==> src/rtl/alu_seq.sv <==
// alu_seq: registered ALU with valid/ready handshakes, sticky C/Z/N/V flags and a one-bit-per-clock shifter.
// Latency: 1 cycle for single-cycle ops; SHL by k>0 takes k+1 cycles. No overlap, so at most one op every 2 cycles.
// Backpressure: the result and flags are held in DONE until out_ready; in_ready is high only in IDLE.
//
// Ports:
//   clk, rst         rising-edge clock, synchronous active-high reset
//   in_valid/ready   operand handshake; a, b and opcode are captured when the operation is accepted
//   out_valid/ready  result handshake; out and cout are the registered result and its carry/shift-out
//   c/z/n/v_flag     flags of the last completed operation (held until the next one completes)
//
// Optional build macro ALU_SEQ_SAT_EN: ADD/ADC/SUB saturate (unsigned); cout and v still describe
// the raw, unsaturated arithmetic.
module alu_seq #(
  parameter int WIDTH = 8,
  parameter int SHW   = $clog2(WIDTH)
) (
  input  logic             clk,
  input  logic             rst,
  input  logic             in_valid,
  output logic             in_ready,
  input  logic [WIDTH-1:0] a,
  input  logic [WIDTH-1:0] b,
  input  logic [2:0]       opcode,
  output logic             out_valid,
  input  logic             out_ready,
  output logic [WIDTH-1:0] out,
  output logic             cout,
  output logic             c_flag,
  output logic             z_flag,
  output logic             n_flag,
  output logic             v_flag
);

  localparam logic [2:0] OP_ADD = 3'b000;
  localparam logic [2:0] OP_SUB = 3'b001;
  localparam logic [2:0] OP_AND = 3'b010;
  localparam logic [2:0] OP_OR  = 3'b011;
  localparam logic [2:0] OP_XOR = 3'b100;
  localparam logic [2:0] OP_ADC = 3'b101;
  localparam logic [2:0] OP_SHL = 3'b110;
  localparam logic [2:0] OP_CMP = 3'b111;

  localparam logic [SHW-1:0] CNT_ONE = SHW'(1);

  typedef enum logic [1:0] {
    S_IDLE,
    S_SHIFT,
    S_DONE
  } state_e;

  state_e           state_q;
  logic             in_ready_q;
  logic             out_valid_q;
  logic [WIDTH-1:0] out_q;
  logic             cout_q;
  logic             c_q, z_q, n_q, v_q;
  logic [WIDTH-1:0] shreg_q;   // working copy of operand A while shifting
  logic [SHW-1:0]   cnt_q;     // shifts still to perform

  // Single-cycle datapath, evaluated on the live inputs in the accepting cycle.
  logic [WIDTH-1:0] b_op;
  logic             cin;
  logic             is_sub;
  logic [WIDTH:0]   sum;
  logic [WIDTH-1:0] res_d;
  logic             cout_d;
  logic             v_d;
  logic [WIDTH-1:0] shl_d;

  always_comb begin
    is_sub = (opcode == OP_SUB);
    // SUB is a + ~b + 1 through the same adder; ADC feeds in the carry held before this op.
    b_op   = is_sub ? ~b : b;
    cin    = is_sub ? 1'b1 : ((opcode == OP_ADC) ? c_q : 1'b0);
    sum    = {1'b0, a} + {1'b0, b_op} + {{WIDTH{1'b0}}, cin};

    res_d  = '0;
    cout_d = 1'b0;
    v_d    = 1'b0;
    case (opcode)
      OP_ADD, OP_SUB, OP_ADC: begin
        res_d  = sum[WIDTH-1:0];
        cout_d = sum[WIDTH];
        // Signed overflow: both adder inputs share a sign that the sum does not.
        v_d    = (a[WIDTH-1] == b_op[WIDTH-1]) && (sum[WIDTH-1] != a[WIDTH-1]);
`ifdef ALU_SEQ_SAT_EN
        if (is_sub) begin
          if (!sum[WIDTH]) res_d = '0;   // borrow -> clamp to zero
        end else if (sum[WIDTH]) begin
          res_d = '1;                    // carry out -> clamp to all ones
        end
`endif
      end
      OP_AND: res_d = a & b;
      OP_OR:  res_d = a | b;
      OP_XOR: res_d = a ^ b;
      OP_SHL: res_d = a;                 // only reached here with a zero shift amount
      OP_CMP: res_d = {{(WIDTH-1){1'b0}}, (a > b)};
      default: res_d = '0;
    endcase
  end

  assign shl_d = {shreg_q[WIDTH-2:0], 1'b0};

  always_ff @(posedge clk) begin
    if (rst) begin
      state_q     <= S_IDLE;
      in_ready_q  <= 1'b1;
      out_valid_q <= 1'b0;
      out_q       <= '0;
      cout_q      <= 1'b0;
      c_q         <= 1'b0;
      z_q         <= 1'b0;
      n_q         <= 1'b0;
      v_q         <= 1'b0;
      shreg_q     <= '0;
      cnt_q       <= '0;
    end else begin
      case (state_q)
        S_IDLE: begin
          if (in_valid) begin
            in_ready_q <= 1'b0;
            if ((opcode == OP_SHL) && (b[SHW-1:0] != '0)) begin
              shreg_q <= a;
              cnt_q   <= b[SHW-1:0];
              state_q <= S_SHIFT;
            end else begin
              out_q       <= res_d;
              cout_q      <= cout_d;
              c_q         <= cout_d;
              z_q         <= (res_d == '0);
              n_q         <= res_d[WIDTH-1];
              v_q         <= v_d;
              out_valid_q <= 1'b1;
              state_q     <= S_DONE;
            end
          end
        end

        S_SHIFT: begin
          shreg_q <= shl_d;
          cnt_q   <= cnt_q - CNT_ONE;
          // Result and flags only change on the final step, so out/cout keep the
          // previous result until the new one is complete.
          if (cnt_q == CNT_ONE) begin
            out_q       <= shl_d;
            cout_q      <= shreg_q[WIDTH-1];
            c_q         <= shreg_q[WIDTH-1];
            z_q         <= (shl_d == '0);
            n_q         <= shl_d[WIDTH-1];
            v_q         <= 1'b0;
            out_valid_q <= 1'b1;
            state_q     <= S_DONE;
          end
        end

        S_DONE: begin
          if (out_ready) begin
            out_valid_q <= 1'b0;
            in_ready_q  <= 1'b1;
            state_q     <= S_IDLE;
          end
        end

        default: begin
          state_q     <= S_IDLE;
          in_ready_q  <= 1'b1;
          out_valid_q <= 1'b0;
        end
      endcase
    end
  end

  assign in_ready  = in_ready_q;
  assign out_valid = out_valid_q;
  assign out       = out_q;
  assign cout      = cout_q;
  assign c_flag    = c_q;
  assign z_flag    = z_q;
  assign n_flag    = n_q;
  assign v_flag    = v_q;

endmodule

==> config.mk <==
export PLATFORM = sky130hd
export DESIGN_NAME = alu_seq
export DESIGN_NICKNAME = d
export VERILOG_FILES = /design/src/rtl/alu_seq.sv
export SDC_FILE = /design/constraint.sdc
export NUM_CORES = 1
export LEC_CHECK = 0
export CORE_MARGIN = 4
export CORE_UTILIZATION = 40
export DETAILED_ROUTE_END_ITERATION = 10
export SLEW_MARGIN = 30
export SYNTH_ARGS = -nofsm -noshare
export SYNTH_HDL_FRONTEND = slang
export SYNTH_SLANG_ARGS = --single-unit
==> constraint.sdc <==
create_clock -name clk -period 6.2 [get_ports clk]
set_input_delay 1.24 -clock clk [delete_from_list [all_inputs] [get_ports clk]]
set_output_delay 1.24 -clock clk [all_outputs]
set_load 0.01 [all_outputs]
==> results of run 1 <==
-- registers in the layout (all words and copies together) (netlist names) --
signal	count
c_flag	1
in_ready	1
z_flag	1
cnt_q	3
out	7
n_flag	1
v_flag	1
shreg_q	8
state_q	2
out_valid	1
-- layer usage --
metal	up-vias	part of all wire (%)	track usage, %
met5	-	0	0
met4	0	1.0	2.691
met3	7	5.1	3.232
met2	47	47	29.62
met1	1073	46	22.31
li1	1165	-	-
-- through the flow --
stage,util [%],cells
2_1_floorplan,-,317
3_3_place_gp,48.24,414
3_5_place_dp,48.24,414
4_1_cts,48.93,417
5_1_grt,48.84,417
6_report,48.84,417
-- how the worst min path moves through the flow --
stage,endpoint,cells after the start
after global placement,out[4],2
after floorplan,shreg_q[2],2
after global routing,out[4],2
final,out[1],2
after CTS,out[1],2
after detailed placement,out[1],2
-- kinds of logic (layout without fill, tap and decap cells) --
| family | count (synthesis) | in the layout | synth area share [%] |
|---|---|---|---|
| AOI/OAI and AO/OA | 87 | 87 | 24.82 |
| xor gates and xnor gates | 13 | 13 | 4.894 |
| adders and majority gates | 35 | 35 | 18.26 |
| buffers and inverters | 45 | 70 | 8.325 |
| DFF | 26 | 26 | 20.99 |
| muxes | 6 | 6 | 2.523 |
| and+or+nand+nor | 105 | 105 | 20.18 |
-- layout by cell type, fill, tap and decap left out, drive strengths merged, types with 3 or more instances in the layout --
master         count
nor2              41
clkbuf             3
nor3b              3
a211o              3
a31oi              4
a21oi             25
a211oi             3
and3               3
dfxtp             26
buf                7
xnor2             11
a221oi             3
nor2b              5
ha                33
clkdlybuf4s50     36
o21ai              9
a22oi              4
mux2i              4
o31ai              4
nand2             32
inv               24
o21bai             4
a311oi             9
a21o               5
nor3               3
nand2b             4
-- worst reg2reg max path, delay by kind of cell (launching register included) --
family          cells  cell delay [ps]
simple gates        4             1360
fa+ha+maj           2              830
compound gates      3              650
flops               1              360
xor+xnor            1              140
-- layout make-up --
| class | count | area share, % |
|---|---|---|
| tap | 75 | 3.226 |
| sequential | 26 | 17.89 |
| multi-input combinational | 246 | 60.26 |
| clock buffer | 3 | 1.419 |
| timing repair buffer | 43 | 14.11 |
| inverter | 24 | 3.097 |
-- power by group --
group / leakage, nW / switching [W] / total, W / internal [W]
sequential: 0.213 / 0.00000915 / 0.000188 / 0.000179
clock: 0.0216 / 0.0000523 / 0.0000959 / 0.0000436
combinational: 1.02 / 0.0000996 / 0.000189 / 0.0000897
total: 1.25 / 0.000161 / 0.000473 / 0.000312
-- Yosys cell counts, types with 2 or more instances --
master | number | area [um^2]
a2111oi_0 | 2 | 17.52
a211o_1 | 3 | 26.28
a211oi_1 | 3 | 22.52
a21o_1 | 5 | 37.54
a21oi_1 | 25 | 125.1
a221oi_1 | 3 | 26.28
a22oi_1 | 4 | 30.03
a311oi_1 | 8 | 70.07
a31oi_1 | 4 | 25.02
and2_1 | 2 | 12.51
and3_1 | 3 | 18.77
buf_2 | 3 | 15.01
buf_4 | 3 | 22.52
buf_6 | 3 | 33.78
clkbuf_1 | 11 | 41.29
dfxtp_1 | 26 | 520.5
fa_1 | 2 | 40.04
ha_1 | 33 | 412.9
inv_1 | 21 | 78.83
inv_2 | 3 | 11.26
mux2i_1 | 4 | 40.04
nand2_1 | 32 | 120.1
nand2b_1 | 3 | 18.77
nand3b_1 | 2 | 15.01
nor2_1 | 41 | 153.9
nor2b_1 | 4 | 25.02
nor3_1 | 3 | 15.01
nor3b_1 | 3 | 22.52
o21ai_0 | 8 | 40.04
o21bai_1 | 4 | 30.03
o31ai_1 | 4 | 30.03
or4_1 | 2 | 15.01
xnor2_1 | 10 | 87.58
xor2_1 | 2 | 17.52
==> impl_metrics.tcl, run 1 <==
set metrics [dict create \
    post-dp-hpwl_um 4953 \
    status "complete, no violations" \
    fmax_mhz 205.9 \
    power_w 0.0004729 \
    hold_slack_ps 458.4 \
    first_pass_iters 4 \
    io_pins 38 \
    die_x_um 86.74 \
    die_area_mm2 0.007524 \
    ys_warn_count 0 \
    grt.overflow.total 0 \
    first_global_vias 2170 \
    n_antenna_cell 0 \
    r2r_start "c_flag" \
    antenna_found_initial 0 \
    crit_start "opcode[2]" \
    drive_gt1_share_pct 6.433 \
    num_vias 2292 \
    crit_cells 13 \
    via_per_inst 5.496 \
    wl_um 6401 \
    cp-start-kind "primary input" \
    power.static_leakage_nw 1.251 \
    maxCapViolCount 0 \
    tns_ps 0 \
    grt_pass1_wl_um 10340 \
    fin_ws_ps 1344 \
    ys.flop_type "dfxtp_1" \
    grt.total_usage_pct 17.07 \
    io_buffers 37 \
    async_flop_share_pct 0 \
    setup_viol 0 \
    seqCellArea_um2 520.5 \
    worstPathRequired_ps 6390 \
    path_clk_slew_ps 90 \
    synth_cell_type_count 62 \
    path_delay_family "simple AND/OR/NAND/NOR gates" \
    timing.critical_path.slowest_cell_delay_ps 510 \
    synth_cells 317 \
    die_y_um 86.74 \
    holdBufCountCts 0 \
    grt_max_degree 27 \
    clock_path_buffers 2 \
    synth_fp_nets 375 \
    post_cts_buffers 0 \
    hold_path_class "reg2reg" \
    reg2reg_depth 10 \
    r2r-end "z_flag" \
    tightest_slew_ps 655.5 \
    area_growth_pct 17.31 \
    syn_area_per_cell_um2 7.823 \
    maxSlewViolCount 0 \
    vdd_drop_max_uv 101.8 \
    crit_chain "clkdlybuf4s50_1, buf_4, nor3b_1, buf_4, xnor2_1, fa_1, fa_1, a31o_1, xnor2_2, o221ai_2, or4_1, or4b_1, o32ai_1" \
    r2r_setup_slack_ps 2790 \
    cts_sinks 26 \
    cp_num_buf_inv 3 \
    multi_input_area_mm2 0.001753 \
    cts_root_buf "clkbuf_8" \
    cts_tree "built" \
    powerDensity_mw_per_mm2 162.6 \
    synth_area_mm2 0.002480 \
    cts_buffers 3 \
    wire_per_inst_um 15.35 \
    synth_edf_count 0 \
    min_period_ps 4856 \
    end_kind "flop" \
    stdcell_area_mm2 0.002909 \
    num_rows 28 \
    num-fill-cells 614 \
    clock_latency_ps 270 \
    place_congestion 0.8726 \
    ys_seq_elements 26 \
    final_net_count 402 \
    initial_core_util_pct 41.64 \
    period_share_pct 78.32 \
    hold_viol 0 \
    cpMaxStageDelayCell "or4b_1" \
    place_area_mm2 0.002873 \
    ant_nets 0 \
    ys_seq_area_share_pct 20.99 \
    remaining_drc_errors 0 \
    place_ws_ps 1082 \
    hold_path_startpoint "out[1]" \
    rsz0062_at_grt "false" \
    worstPathMaxFanout 19 \
    maxSlewHeadroom_pct 55.17 \
    core_area_mm2 0.005956 \
    finClkSkew_ps 4.659 \
    htree_levels 1 \
    critPathCapture "z_flag" \
    crit_arrival_ps 5040 \
    cts_resized 0 \
    critical_path_class "in2reg" \
    first_iter_violations 130 \
]
No activity file was read; power rests on OpenSTA's default activity.
==> inputs of run 2 (changes only) <==
==> constraint.sdc (replaced) <==
create_clock -name clk -period 3.93 [get_ports clk]
set_input_delay 0.786 -clock clk [delete_from_list [all_inputs] [get_ports clk]]
set_output_delay 0.786 -clock clk [all_outputs]
set_load 0.01 [all_outputs]
==> impl_metrics.tcl, run 2 (same netlist as run 1, synthesis figures left out) <==
set metrics [dict create \
    layout_common_cells "41 x nor2_1, 34 x clkdlybuf4s50_1, 33 x ha_1, 32 x nand2_1, 26 x dfxtp_1" \
    die_area_mm2 0.007524 \
    grtUsageMet1_pct 24.24 \
    rsz0062_at_grt "false" \
    first_pass_iters 4 \
    hold_slack_ps 456.3 \
    final_net_count 420 \
    post-dp-hpwl_um 5123 \
    grtUsageMet3_pct 1.996 \
    cpMaxStageDelayCell "clkdlybuf4s50_1" \
    num_rows 28 \
    cp-start-kind "primary input" \
    first_global_vias 2318 \
    r2r_start "c_flag" \
    cts_tree "built" \
    antenna_found_initial 0 \
    clock_latency_ps 270 \
    cp_num_buf_inv 2 \
    holdBufCountCts 0 \
    crit_arrival_ps 4000 \
    largest_register "shreg_q" \
    clock_path_buffers 2 \
    setup_viol 0 \
    initial_core_util_pct 41.64 \
    critical_path_class "in2reg" \
    worstPathMaxFanout 2 \
    r2r-end "z_flag" \
    reg2reg_depth 10 \
    crit_chain "clkdlybuf4s50_1, inv_2, xnor2_2, fa_2, fa_2, a31o_1, xnor2_2, o221ai_2, or4_1, or4b_1, o32ai_1" \
    grt_most_used_layer "met2" \
    grt.total_usage_pct 18.14 \
    hold_viol 0 \
    tightest_slew_ps 614.4 \
    io_buffers 37 \
    wire_per_inst_um 14.87 \
    wl_um 6470 \
    ant_nets 0 \
    grt_max_degree 26 \
    end_kind "flop" \
    largest_reg_flops 8 \
    mostFrequentLayoutCell "nor2_1" \
    drive_gt1_share_pct 11.94 \
    vdd_drop_max_uv 124.3 \
    cts_sinks 26 \
    via_per_inst 5.526 \
    hold_depth 2 \
    maxSlewViolCount 0 \
    finClkSkew_ps 2.649 \
    worstPathRequired_ps 4110 \
    grt_pass1_wl_um 10920 \
    io_pins 38 \
    remaining_drc_errors 0 \
    grt.overflow.total 0 \
    status "complete, no violations" \
    die_y_um 86.74 \
    power.static_leakage_nw 1.349 \
    path_delay_family "simple AND/OR/NAND/NOR gates" \
    utilization_pct 51.53 \
    hold_end "out[4]" \
    maxSlewHeadroom_pct 58.89 \
    use_met2_pct 32.06 \
    path_clk_slew_ps 90 \
    num-fill-cells 605 \
    area_growth_pct 23.76 \
    n_antenna_cell 0 \
    cts_buffers 3 \
    first_iter_violations 113 \
    period_share_pct 97.12 \
    post_cts_buffers 0 \
    place_congestion 0.8477 \
    htree_levels 1 \
    maxCapViolCount 0 \
    num_vias 2404 \
    r2r_setup_slack_ps 610 \
    hold_path_startpoint "out[4]" \
    min_period_ps 3817 \
    powerDensity_mw_per_mm2 249.9 \
    fmax_mhz 262.0 \
    hold_path_class "reg2reg" \
    timing.critical_path.slowest_cell_delay_ps 510 \
    cts_root_buf "clkbuf_8" \
    core_area_mm2 0.005956 \
    die_x_um 86.74 \
]
==> run 2: cell count changes in the layout (fill, tap and decap cells not counted), sizes merged <==
cell,previous run,this run
buf,7,24
clkdlybuf4s50,36,34
dlygate4sd2,0,3
==> run 2: power by group <==
group / switching [W] / internal, W / total, W
logic: 0.000162 / 0.000160 / 0.000321
clock network: 0.0000805 / 0.0000687 / 0.000149
registers: 0.0000148 / 0.000282 / 0.000296
==> run 2: per-stage QoR <==
step	instance area, um^2	worst slack, ps	instances	setup TNS, ps	total power, W
4_1_cts	3069	103.3	435	0	0.0007723
3_3_place_gp	3025	-307.1	432	-307.1	0.0006215
2_1_floorplan	2510	-178.8	317	-178.8	0.0005043
6_report	3069	113.0	435	0	0.0007670
5_1_grt	3069	2.956	435	0	0.0008277
3_5_place_dp	3025	-386.6	432	-396.4	0.0006245
==> run 2: routing by layer <==
layer	up-vias	wire length, um
li1	1206	-
met1	1150	2958
met2	44	3232
met3	4	224
met4	0	54
met5	-	0
==> run 2: area by class of cell <==
| type | count | area [um^2] | share of cell area (%) |
|---|---|---|---|
| multi-input cells | 246 | 1777 | 57.89 |
| flip-flops and latches | 26 | 520.5 | 16.96 |
| repair buffers | 61 | 546.8 | 17.81 |
| well taps | 75 | 93.84 | 3.057 |
| inverters | 24 | 90.09 | 2.935 |
| clock buffers | 3 | 41.29 | 1.345 |
==> run 2: worst max path at each step <==
stage,start,to,cells past startpoint
floorplan,opcode[1],z_flag,13
global placement,opcode[2],z_flag,11
detailed placement,opcode[2],z_flag,11
CTS,b[0],z_flag,11
global route,b[0],z_flag,11
finish,b[0],z_flag,11
==> run 2: what timing repair did <==
action	CTS	global route
resized for setup	4	0
pin swaps	6	2
endpoints found under the setup margin	1	1
==> run 2: worst reg2reg max path, cell delays in order, from the launching register on <==
cell and delay [ps]:
dfxtp_1 390, nand2b_1 170, and3_1 200, fa_2 370, fa_2 380, a31o_1 220, xnor2_2 170, o221ai_2 120
or4_1 500, or4b_1 500, o32ai_1 220
==> inputs of run 3 (changes only) <==
--- a/config.mk
+++ b/config.mk
@@ -7,6 +7,7 @@
 export LEC_CHECK = 0
 export CORE_MARGIN = 4
 export CORE_UTILIZATION = 40
+export CTS_CLUSTER_DIAMETER = 120
 export DETAILED_ROUTE_END_ITERATION = 10
 export SLEW_MARGIN = 30
 export SYNTH_ARGS = -nofsm -noshare
==> results of run 3 <==
No change in the layout: final DEF, timing and power equal those of run 2.
